## config.mk

```make
export PLATFORM = sky130hd
export DESIGN_NAME = lcd_value_scheduler
export DESIGN_NICKNAME = d
export VERILOG_FILES = /design/src/rtl/lcd_value_scheduler.sv
export SDC_FILE = /design/constraint.sdc
export NUM_CORES = 1
export LEC_CHECK = 0
export CAP_MARGIN = 10
export CORE_ASPECT_RATIO = 0.9
export CORE_MARGIN = 2
export CORE_UTILIZATION = 58
export CTS_CLUSTER_DIAMETER = 150
export DETAILED_ROUTE_END_ITERATION = 7
export DONT_BUFFER_PORTS = 1
export GPL_ROUTABILITY_DRIVEN = 0
export GPL_TIMING_DRIVEN = 0
export PLACE_DENSITY = 0.79
export SLEW_MARGIN = 10
export SYNTH_ARGS = -nofsm -noshare
export SYNTH_HDL_FRONTEND = slang
export SYNTH_SLANG_ARGS = --single-unit
```

## constraint.sdc

```tcl
create_clock -name clock -period 4.4 [get_ports clock]
set_input_delay 0.66 -clock clock [delete_from_list [all_inputs] [get_ports clock]]
set_output_delay 0.66 -clock clock [all_outputs]
set_load 0.02 [all_outputs]
```

## src/rtl/lcd_value_scheduler.sv

```systemverilog
// lcd_value_scheduler
// Shows a 32-bit unsigned reading as 10 decimal digits on an HD44780 character display.
// The reading is converted to BCD by iterative double-dabble. Then one DDRAM-address command
// and 10 character writes are pushed through the lcd driver's data_ready/busy_flag handshake.
// Requests that arrive mid-update are held in a single pending slot, where the newest value wins.
// The pending value is replayed once the current update finishes.

module lcd_value_scheduler #(
   parameter logic [7:0] DDRAM_ADDR  = 8'h80,
   parameter bit         BLANK_ZEROS = 1'b1,
   parameter int         ACK_TIMEOUT = 1000
) (
   input  logic        clock,
   input  logic        internal_reset,
   input  logic [31:0] value,
   input  logic        value_valid,
   input  logic        lcd_busy,
   output logic [8:0]  lcd_word,
   output logic        data_ready,
   output logic        busy,
   output logic        done,
   output logic        timeout_err
);

   typedef enum logic [2:0] {
      IDLE,
      CONV,
      ISSUE,
      ACK,
      FREE
   } state_t;

   localparam logic [15:0] TIMER_LIMIT = 16'(ACK_TIMEOUT - 1);

   state_t      state;
   logic        pending;
   logic [31:0] pending_value;
   logic [31:0] shift_reg;
   logic [39:0] bcd;
   logic [4:0]  conv_count;
   logic [3:0]  index;
   logic [15:0] timer;
   logic [8:0]  item_word;
   logic        all_zero;
   logic [3:0]  digit;

   // One double-dabble step: add 3 to every digit >= 5, then shift the next binary bit in.
   function automatic logic [39:0] dabble_step(input logic [39:0] b, input logic in_bit);
      logic [39:0] r;
      r = b;
      for (int d = 0; d < 10; d++) begin
         if (r[d*4 +: 4] >= 4'd5)
            r[d*4 +: 4] = r[d*4 +: 4] + 4'd3;
      end
      return {r[38:0], in_bit};
   endfunction

   // Build the byte for the current item: the address command first, then digits MS first.
   // Leading zeros may be blanked, but the last digit always shows so zero reads as "0".
   always_comb begin
      item_word = {1'b0, DDRAM_ADDR};
      all_zero  = 1'b1;
      digit     = 4'd0;
      for (int k = 1; k <= 10; k++) begin
         digit    = bcd[(10-k)*4 +: 4];
         all_zero = all_zero & (digit == 4'd0);
         if (index == 4'(k)) begin
            if (BLANK_ZEROS && all_zero && (k < 10))
               item_word = 9'h120;
            else
               item_word = {1'b1, 4'h3, digit};
         end
      end
   end

   // Main sequencer: request buffering, conversion, and the per-item lcd handshake.
   // The strobes done and timeout_err default low, so each one lasts a single cycle.
   always_ff @(posedge clock or posedge internal_reset) begin
      if (internal_reset) begin
         state         <= IDLE;
         lcd_word      <= 9'h000;
         data_ready    <= 1'b0;
         busy          <= 1'b0;
         done          <= 1'b0;
         timeout_err   <= 1'b0;
         pending       <= 1'b0;
         pending_value <= 32'd0;
         shift_reg     <= 32'd0;
         bcd           <= 40'd0;
         conv_count    <= 5'd0;
         index         <= 4'd0;
         timer         <= 16'd0;
      end else begin
         done        <= 1'b0;
         timeout_err <= 1'b0;

         if (state != IDLE && value_valid) begin
            pending_value <= value;
            pending       <= 1'b1;
         end

         case (state)
            IDLE: begin
               if (pending) begin
                  shift_reg <= pending_value;
                  if (value_valid)
                     pending_value <= value;
                  else
                     pending <= 1'b0;
                  bcd        <= 40'd0;
                  conv_count <= 5'd0;
                  busy       <= 1'b1;
                  state      <= CONV;
               end else if (value_valid) begin
                  shift_reg  <= value;
                  bcd        <= 40'd0;
                  conv_count <= 5'd0;
                  busy       <= 1'b1;
                  state      <= CONV;
               end
            end

            CONV: begin
               bcd        <= dabble_step(bcd, shift_reg[31]);
               shift_reg  <= {shift_reg[30:0], 1'b0};
               conv_count <= conv_count + 5'd1;
               if (conv_count == 5'd31) begin
                  index <= 4'd0;
                  state <= ISSUE;
               end
            end

            ISSUE: begin
               if (!lcd_busy) begin
                  lcd_word   <= item_word;
                  data_ready <= 1'b1;
                  timer      <= 16'd0;
                  state      <= ACK;
               end
            end

            ACK: begin
               if (lcd_busy) begin
                  data_ready <= 1'b0;
                  state      <= FREE;
               end else if (timer >= TIMER_LIMIT) begin
                  data_ready  <= 1'b0;
                  timeout_err <= 1'b1;
                  busy        <= 1'b0;
                  state       <= IDLE;
               end else if (timer != 16'hFFFF) begin
                  timer <= timer + 16'd1;
               end
            end

            FREE: begin
               if (!lcd_busy) begin
                  if (index == 4'd10) begin
                     done  <= 1'b1;
                     busy  <= 1'b0;
                     state <= IDLE;
                  end else begin
                     index <= index + 4'd1;
                     state <= ISSUE;
                  end
               end
            end

            default: state <= IDLE;
         endcase
      end
   end

endmodule
```

Word level (Yosys, flattened, before mapping)
Cells that the tools add are included.
{"block": "word_totals", "reg_bits": 146, "wordCells": 176}
{"block": "classes", "n_addsub": 13, "magnitude_cmp": 11, "n_eq_ne": 27, "mux": 80, "n_bitwise": 9, "n_reduce_logical": 23}
{"op": "32-bit 2-to-1 mux", "count": 6}
{"op": "9-bit 2-to-1 mux", "count": 10}
{"op": "40-bit 2-to-1 mux", "count": 2}
{"op": "40-bit case mux with 2 select lines", "count": 1}
{"op": "16-bit 2-to-1 mux", "count": 4}
{"op": "32-bit case mux with 2 select lines", "count": 1}
{"op": "5-bit 2-to-1 mux", "count": 11}
{"op": "4-bit 2-to-1 mux", "count": 12}
{"op": "4-bit by 3-bit greater-or-equal comparator with 1-bit output (second input constant)", "count": 10}
{"op": "4-bit by 2-bit adder with 4-bit output (second input constant)", "count": 9}
{"op": "4-bit zero test", "count": 9}
{"op": "16-bit case mux with 2 select lines", "count": 1}
{"op": "3-bit 2-to-1 mux", "count": 8}
{"op": "1-bit 2-to-1 mux", "count": 18}
{"op": "2-bit inequality test (second input constant)", "count": 9}
{"op": "16-bit by 1-bit adder with 16-bit output (second input constant)", "count": 1}
{"op": "4-bit by 3-bit equality test with 1-bit output (second input constant)", "count": 4}
{"op": "16-bit by 10-bit greater-or-equal comparator with 1-bit output (second input constant)", "count": 1}
{"op": "16-bit inequality test (second input constant)", "count": 1}
{"op": "3-bit case mux with 5 select lines", "count": 1}
{"op": "4-bit equality test (second input constant)", "count": 3}
{"op": "5-bit case mux with 2 select lines", "count": 1}
{"op": "5-bit AND reduction", "count": 2}
{"op": "1-bit bitwise AND", "count": 8}
{"op": "23 further kinds", "count": 30}

Longest topological paths before layout
Gate-level depths: netlist of run 1.
{"block": "depth", "ltp_word": 12, "depth_mapped": 9, "ltp_nobuf": 8}

Worst setup path before layout of run 1
OpenSTA, ideal clock, no wires.
{"block": "synth_timing", "kind": "reg2reg", "start": "register bcd[36]", "end": "register lcd_word[0]", "arrival_time_ns": 2.363, "slack_ns": 1.899, "path_stages_with_launch": 9, "path_buffers": 0, "period_less_slack_ns": 2.501, "path_cell_list": "dfrtp_1 inv_1 ha_1 or3b_4 nor4_4 nand2_2 o211a_1 nor3b_1 or4_1"}
{"block": "synth_between", "elab_chain_len": 12, "word_cells_on_any_way": 28}
{"element": "start: declaration", "line": "39", "text": "logic [39:0] bcd;"}
{"element": "start signal: assignment", "line": "124", "text": "bcd <= dabble_step(bcd, shift_reg[31]);"}
{"element": "4-bit zero test", "line": "66", "text": "all_zero = all_zero & (digit == 4'd0);"}
{"element": "5-bit 2-to-1 mux / 1-bit bitwise AND (equally long branches)", "line": "68, 66"}
{"element": "9-bit 2-to-1 mux, or another cell as far along (7 in series)", "line": "67", "text": "if (index == 4'(k)) begin"}
{"element": "9-bit 2-to-1 mux / 5-bit 2-to-1 mux (equally long branches)", "line": "67, 68"}
{"element": "9-bit 2-to-1 mux (*) (2 in series)", "line": "67"}
{"element": "end signal: assignment", "line": "135", "text": "lcd_word <= item_word;"}
{"element": "end: declaration", "line": "18", "text": "output logic [8:0] lcd_word,"}
Every way passes the cells marked *; elsewhere a longest branch is shown, timed or not.
A chain may end at the register's enable or synchronous reset.

Worst setup path in the final report of run 1
Same ends and word-level chain as after synthesis.

==> results of run 1 <==
[through the flow]
step	std cells	area [sq um]	util	power, mW
5_1_grt	978	8710	0.657	6.06
6_report	978	8710	0.657	5.70
3_5_place_dp	947	8140	0.614	4.25
3_3_place_gp	943	8050	0.607	4.08
2_1_floorplan	775	7840	-	3.69
4_1_cts	978	8710	0.657	5.68
[final timing paths]
path                                           end  slack, ns           startpoint
max                        lcd_word[0]$_DFFE_PP0P_       1.52  bcd[36]$_DFFE_PP0P_
min                           timer[2]$_DFFE_PP0P_       0.16       internal_reset
max reg2reg                lcd_word[0]$_DFFE_PP0P_       1.52  bcd[36]$_DFFE_PP0P_
min reg2reg                                   flop       0.50                 flop
max in group asynchronous      bcd[34]$_DFFE_PP0P_       3.47       internal_reset
min in group clock           timeout_err$_DFF_PP0_       0.32             lcd_busy
[power by group]
| part | total, mW | internal, mW | switching (mW) |
|---|---|---|---|
| logic | 2.12 | 0.958 | 1.16 |
| clock network | 1.41 | 0.816 | 0.592 |
| registers | 2.17 | 1.74 | 0.430 |
| total | 5.70 | 3.51 | 2.19 |
[critical path, delay by kind of cell, from the launching register on]
family          cells  cell delay (ns)
fa+ha+maj           1             0.24
compound gates      1             0.12
buf+inv             1             0.15
simple gates        5             1.85
flops               1             0.40
[cell type report]
type / count / share of cell area
clock inverter: 12 / 0.0142
multi-input combinational: 554 / 0.452
tap: 168 / 0.0241
buffer: 47 / 0.0212
clock buffer: 19 / 0.0520
inverter: 30 / 0.0134
sequential: 144 / 0.413
timing repair buffer: 4 / 0.00919
[cells in the final DEF (no fill, tap or decap), drive strengths merged, types with 13 or more instances in the layout]
cell type,synthesis,final
dfrtp,144,144
nand2,69,69
clkbuf,43,62
o21ai,58,58
nor2,44,44
a21oi,42,42
nand3,42,42
mux2,35,35
ha,35,35
inv,30,34
mux2i,32,32
o221a,32,32
xnor2,17,17
nand2b,13,13
o31ai,13,13
[cells by family after synthesis]
logic type                 count (synthesis)
AOI/OAI and AO/OA                        194
xor gates and xnor gates                  19
adders and majority gates                 35
buffers and inverters                     77
DFF                                      144
muxes                                     67
other                                      1
and+or+nand+nor                          238
[routing by layer]
metal / vias to the layer above / GRT usage / share of wire / routed length, um
met5: - / 0 / 0 / 0
met4: 0 / 0.105 / 0.027 / 501
met3: 66 / 0.0738 / 0.082 / 1520
met2: 318 / 0.435 / 0.47 / 8640
met1: 3131 / 0.356 / 0.43 / 7890
li1: 2884 / - / - / -
==> flow_summary.yaml, run 1 <==
sta:
  worst_clock_skew_ns: 0.0119
  min_period_ns: 2.88
  fin_ws_ns: 1.52
  worst_slew_pin_slew_ns: 0.865
  final_max_slew_viol_count: 0
  setup_tns_ns: 0
  relSlewSlack: 0.417
  finalCritPeriodShare: 0.654
  rsz0062_at_grt: "false"
  setup_viol: 0
  whs_ns: 0.156
  fmax_ghz: 0.347
  hold_viol: 0
floorplan:
  dieHeight_um: 114
  core_sq_um: 13300
  rows: 40
  io_pins: 49
  dieArea_sq_um: 14400
  start_util: 0.590
  die_w_um: 126
outcome:
  status: "finished, final reports clean"
logic_synthesis:
  synthCells: 775
  synth.area.mux_share: 0.0912
  synth_edf_count: 0
  synth_top_area_share: 0.460
  yosys_warnings: 0
  async_flop_share: 1.00
  seq_area_frac_synth: 0.460
  yosys.area_share.adder: 0.0559
  yosysMostFrequentCell: "dfrtp_1"
  synthDistinctLibCells: 66
  synth_top_family_by_area: "compound AO/OA/AOI/OAI gates"
  synth_area_sq_um: 7830
  syn_area_per_cell_sq_um: 10.1
  yosysTopAreaCell: "dfrtp_1"
  synth_compound_area_frac: 0.177
  synthTopCellsByCount: "dfrtp_1, nand2_1, o21ai_0"
  synth-xor-area-share: 0.0212
  synth_area_leaders: "dfrtp_1, ha_1, mux2_2"
  ys_ff_latch: 144
  synth_simple_gate_area_share: 0.156
  syn_nets: 846
  ys.flop_type: "dfrtp_1"
clocking:
  clockBufferDepth: 2
  clock-sinks: 144
  cts_tree: "yes"
  hold_buffers: 0
  path_clk_slew_ns: 0.06
  tritoncts.num_buffers: 17
  cts_max_level: 4
  post_cts_resized: 0
  clk_latency_ns: 0.43
  cts_root_buf: "clkbuf_16"
  post_cts_buffers: 0
final_layout:
  register_area_sq_um: 3600
  syn2layout_area_growth_pct: 11.3
  multi_input_area_sq_um: 3940
  n_antenna_cell: 0
  fill_cells: 1018
  final_nets: 869
  layout-drive-gt1-share: 0.149
routing:
  drc_errors: 0
  first_pass_iters: 6
  vias: 6399
  post_drt_wl_per_cell_um: 19.0
  ant_nets: 0
  drt-total-wl_um: 18500
  drt_iter0_drc: 736
  vias_per_cell: 6.54
place:
  numPortBuffers: 0
  dp_slack_ns: 1.57
  post-dp-hpwl_um: 13300
global_routing:
  grt_max_degree: 37
  track_usage: 0.272
  grt_pass1_wl_um: 31300
  grt_pass1_vias: 6370
  antenna_found_initial: 0
  grt.overflow.total: 0
critical_path:
  arrival_ns: 3.18
  reg2reg_depth: 8
  critPathRequiredTime_ns: 4.70
  crit_path_max_fanout: 6
  critPathMaxStageDelay_ns: 0.55
  worstSetupPathType: "flop to flop"
  worst_path_max_delay_cell: "or4_1"
  cp_cell_sequence: "inv_1, ha_1, or3b_4, nor4_4, nand4_1, nand4_1, a41oi_1, or4_1"
  crit_path_start_kind: "flop"
  cp-end-kind: "flop"
  path_common_cell: "nand4_1"
worst_hold_path:
  hp-class: "primary input to async pin"
job:
  cap_viol_max_count: 0
power:
  ir_drop_uv: 385
  p_per_area_nw_per_um2: 654
  power_leakage_nw: 3.87
Note: power is estimated with default switching activity, not from simulation.
==> inputs of run 2 (changes only) <==
Clock period 4.4 ns to 2.4 ns, I/O delays scaled along.
==> run 2 against run 1 <==
Net effect: the run now ends with negative setup slack left; sequential share of layout area shrank 1.4 points; sequential power grew 82%; register-to-register slack lost 1.7 ns; power grew 91%; global-route usage is essentially flat; setup slack lost 1.7 ns; final cell count grew 2.4%; clock power grew 93%; wire length grew 1.8%; critical path type unchanged.
==> flow_summary.yaml, run 2 (synthesized netlist as in run 1, its figures left out) <==
global_routing:
  antenna_found_initial: 0
  grt_pass1_vias: 6282
  track_usage: 0.271
  grt_max_degree: 35
  grt.overflow.total: 0
  grt_pass1_wl_um: 31000
routing:
  ant_nets: 0
  drc_errors: 0
  drt_iter0_drc: 695
  vias_per_cell: 6.35
  drt-total-wl_um: 18900
  post_drt_wl_per_cell_um: 18.9
  vias: 6353
  first_pass_iters: 8
sta:
  min_period_ns: 2.54
  worst_clock_skew_ns: 0.0115
  final_max_slew_viol_count: 0
  fmax_ghz: 0.394
  relSlewSlack: 0.449
  hold_viol: 0
  setup_viol: 3
  rsz0062_at_grt: "true"
  fin_ws_ns: -0.139
  finalCritPeriodShare: 1.06
  worst_slew_pin_slew_ns: 0.822
floorplan:
  start_util: 0.590
  dieHeight_um: 114
  core_sq_um: 13300
  rows: 40
  die_w_um: 126
  dieArea_sq_um: 14400
  io_pins: 49
final_layout:
  final_common_cell: "dfrtp_1"
  design_area_sq_um: 9030
  instances_no_fill: 1001
  syn2layout_area_growth_pct: 15.3
  n_antenna_cell: 0
  final_cell_mix: "dfrtp_1, nand2_1, o21ai_0, nor2_1"
  layout-drive-gt1-share: 0.218
  final_nets: 891
critical_path:
  critPathRequiredTime_ns: 2.71
  crit_path_max_fanout: 6
  crit_path_start_kind: "flop"
  worstSetupPathType: "flop to flop"
  arrival_ns: 2.85
  cp-end-kind: "flop"
clocking:
  clockBufferDepth: 2
  cts_tree: "yes"
  clock-sinks: 144
  cts_root_buf: "clkbuf_16"
  tritoncts.num_buffers: 17
  clk_latency_ns: 0.44
  cts_max_level: 4
  path_clk_slew_ns: 0.07
place:
  post-dp-hpwl_um: 13100
  numPortBuffers: 0
  dpl.cell_count: 947
  dp_slack_ns: -0.328
  place_area_sq_um: 8160
outcome:
  status: "finished with violations"
  violations: "negative setup slack"
power:
  ir_drop_uv: 735
  power_leakage_nw: 4.06
  power.total_mw: 10.9
  p_per_area_nw_per_um2: 1210
job:
  cap_viol_max_count: 0
worst_hold_path:
  hp-class: "primary input to flop"
run 2: cell types whose count changed in the layout (fill, tap and decap cells not counted), moves of 3 or more:
| cell | change |
|---|---|
| buf_4 | +20 |
| clkbuf_1 | -17 |
| clkbuf_2 | +16 |
| dfrtp_1 | -4 |
| dfrtp_2 | +4 |
| ha_1 | -3 |
| inv_1 | -7 |
| inv_2 | +7 |
| inv_8 | +3 |
run 2: worst max-delay path, stage by stage (launching register included):
cell	delay (ns)
dfrtp_1	0.41
inv_2	0.09
ha_4	0.13
or3b_4	0.41
nor4_4	0.30
buf_6	0.18
nand2_4	0.06
o211a_1	0.24
nor3b_1	0.14
or4_1	0.46
run 2: what timing repair did:
| action | in CTS | in global routing |
|---|---|---|
| endpoints found under the hold margin | 34 | 0 |
| setup endpoints to repair | 74 | 106 |
| setup buffers | 12 | 9 |
| pin swaps | 6 | 8 |
| gates resized for setup | 14 | 36 |
| hold buffers | 2 | 0 |
run 2: per-layer routing:
| layer | vias up | track usage | wire length (um) |
|---|---|---|---|
| met3 | 43 | 0.0710 | 1470 |
| met1 | 3117 | 0.359 | 8080 |
| met2 | 270 | 0.433 | 8920 |
| met4 | 0 | 0.102 | 403 |
| li1 | 2923 | - | - |
| met5 | - | 0 | 0 |
run 2: path summary, 6_finish.rpt:
kind	start	endpoint	slack, ns	depth (start not counted)
setup reg to reg	bcd[37]$_DFFE_PP0P_	lcd_word[0]$_DFFE_PP0P_	-0.14	9
max in group asynchronous	internal_reset	async pin	0.83	5
hold / removal	lcd_busy	done$_DFF_PP0_	0.05	1
setup / recovery	bcd[37]$_DFFE_PP0P_	lcd_word[0]$_DFFE_PP0P_	-0.14	9
hold reg to reg	timer[12]$_DFFE_PP0P_	timer[12]$_DFFE_PP0P_	0.50	1
min in group asynchronous	internal_reset	timer[5]$_DFFE_PP0P_	0.54	2
run 2: cell type report:
cell class / count / area, sq um
fill: 922 / 4240
multi-input combinational: 554 / 4020
sequential: 144 / 3610
clock buffer: 18 / 429
timing repair buffer: 27 / 269
tap: 168 / 210
buffer: 46 / 203
clock inverter: 14 / 171
inverter: 30 / 116
run 2: metrics by stage:
step / setup TNS, ns / hold slack [ns] / util
floorplan: 0 / 0.426 / -
global placement: -78.49 / 0.450 / 0.607
detailed placement: -3.08 / 0.405 / 0.615
CTS: -0.0530 / 0.0312 / 0.672
global route: -0.560 / 0.0292 / 0.681
finish: -0.291 / 0.0455 / 0.681
run 2: where the power goes:
part	internal, mW	switching [mW]
logic	1.98	2.24
registers	3.19	0.759
clock network	1.57	1.15
total	6.73	4.14
==> inputs of run 3 (changes only) <==
Settings changed: CTS_CLUSTER_SIZE from default to 28.
==> results of run 3 <==
Final layout, timing and power as in run 2 (identical DEF).
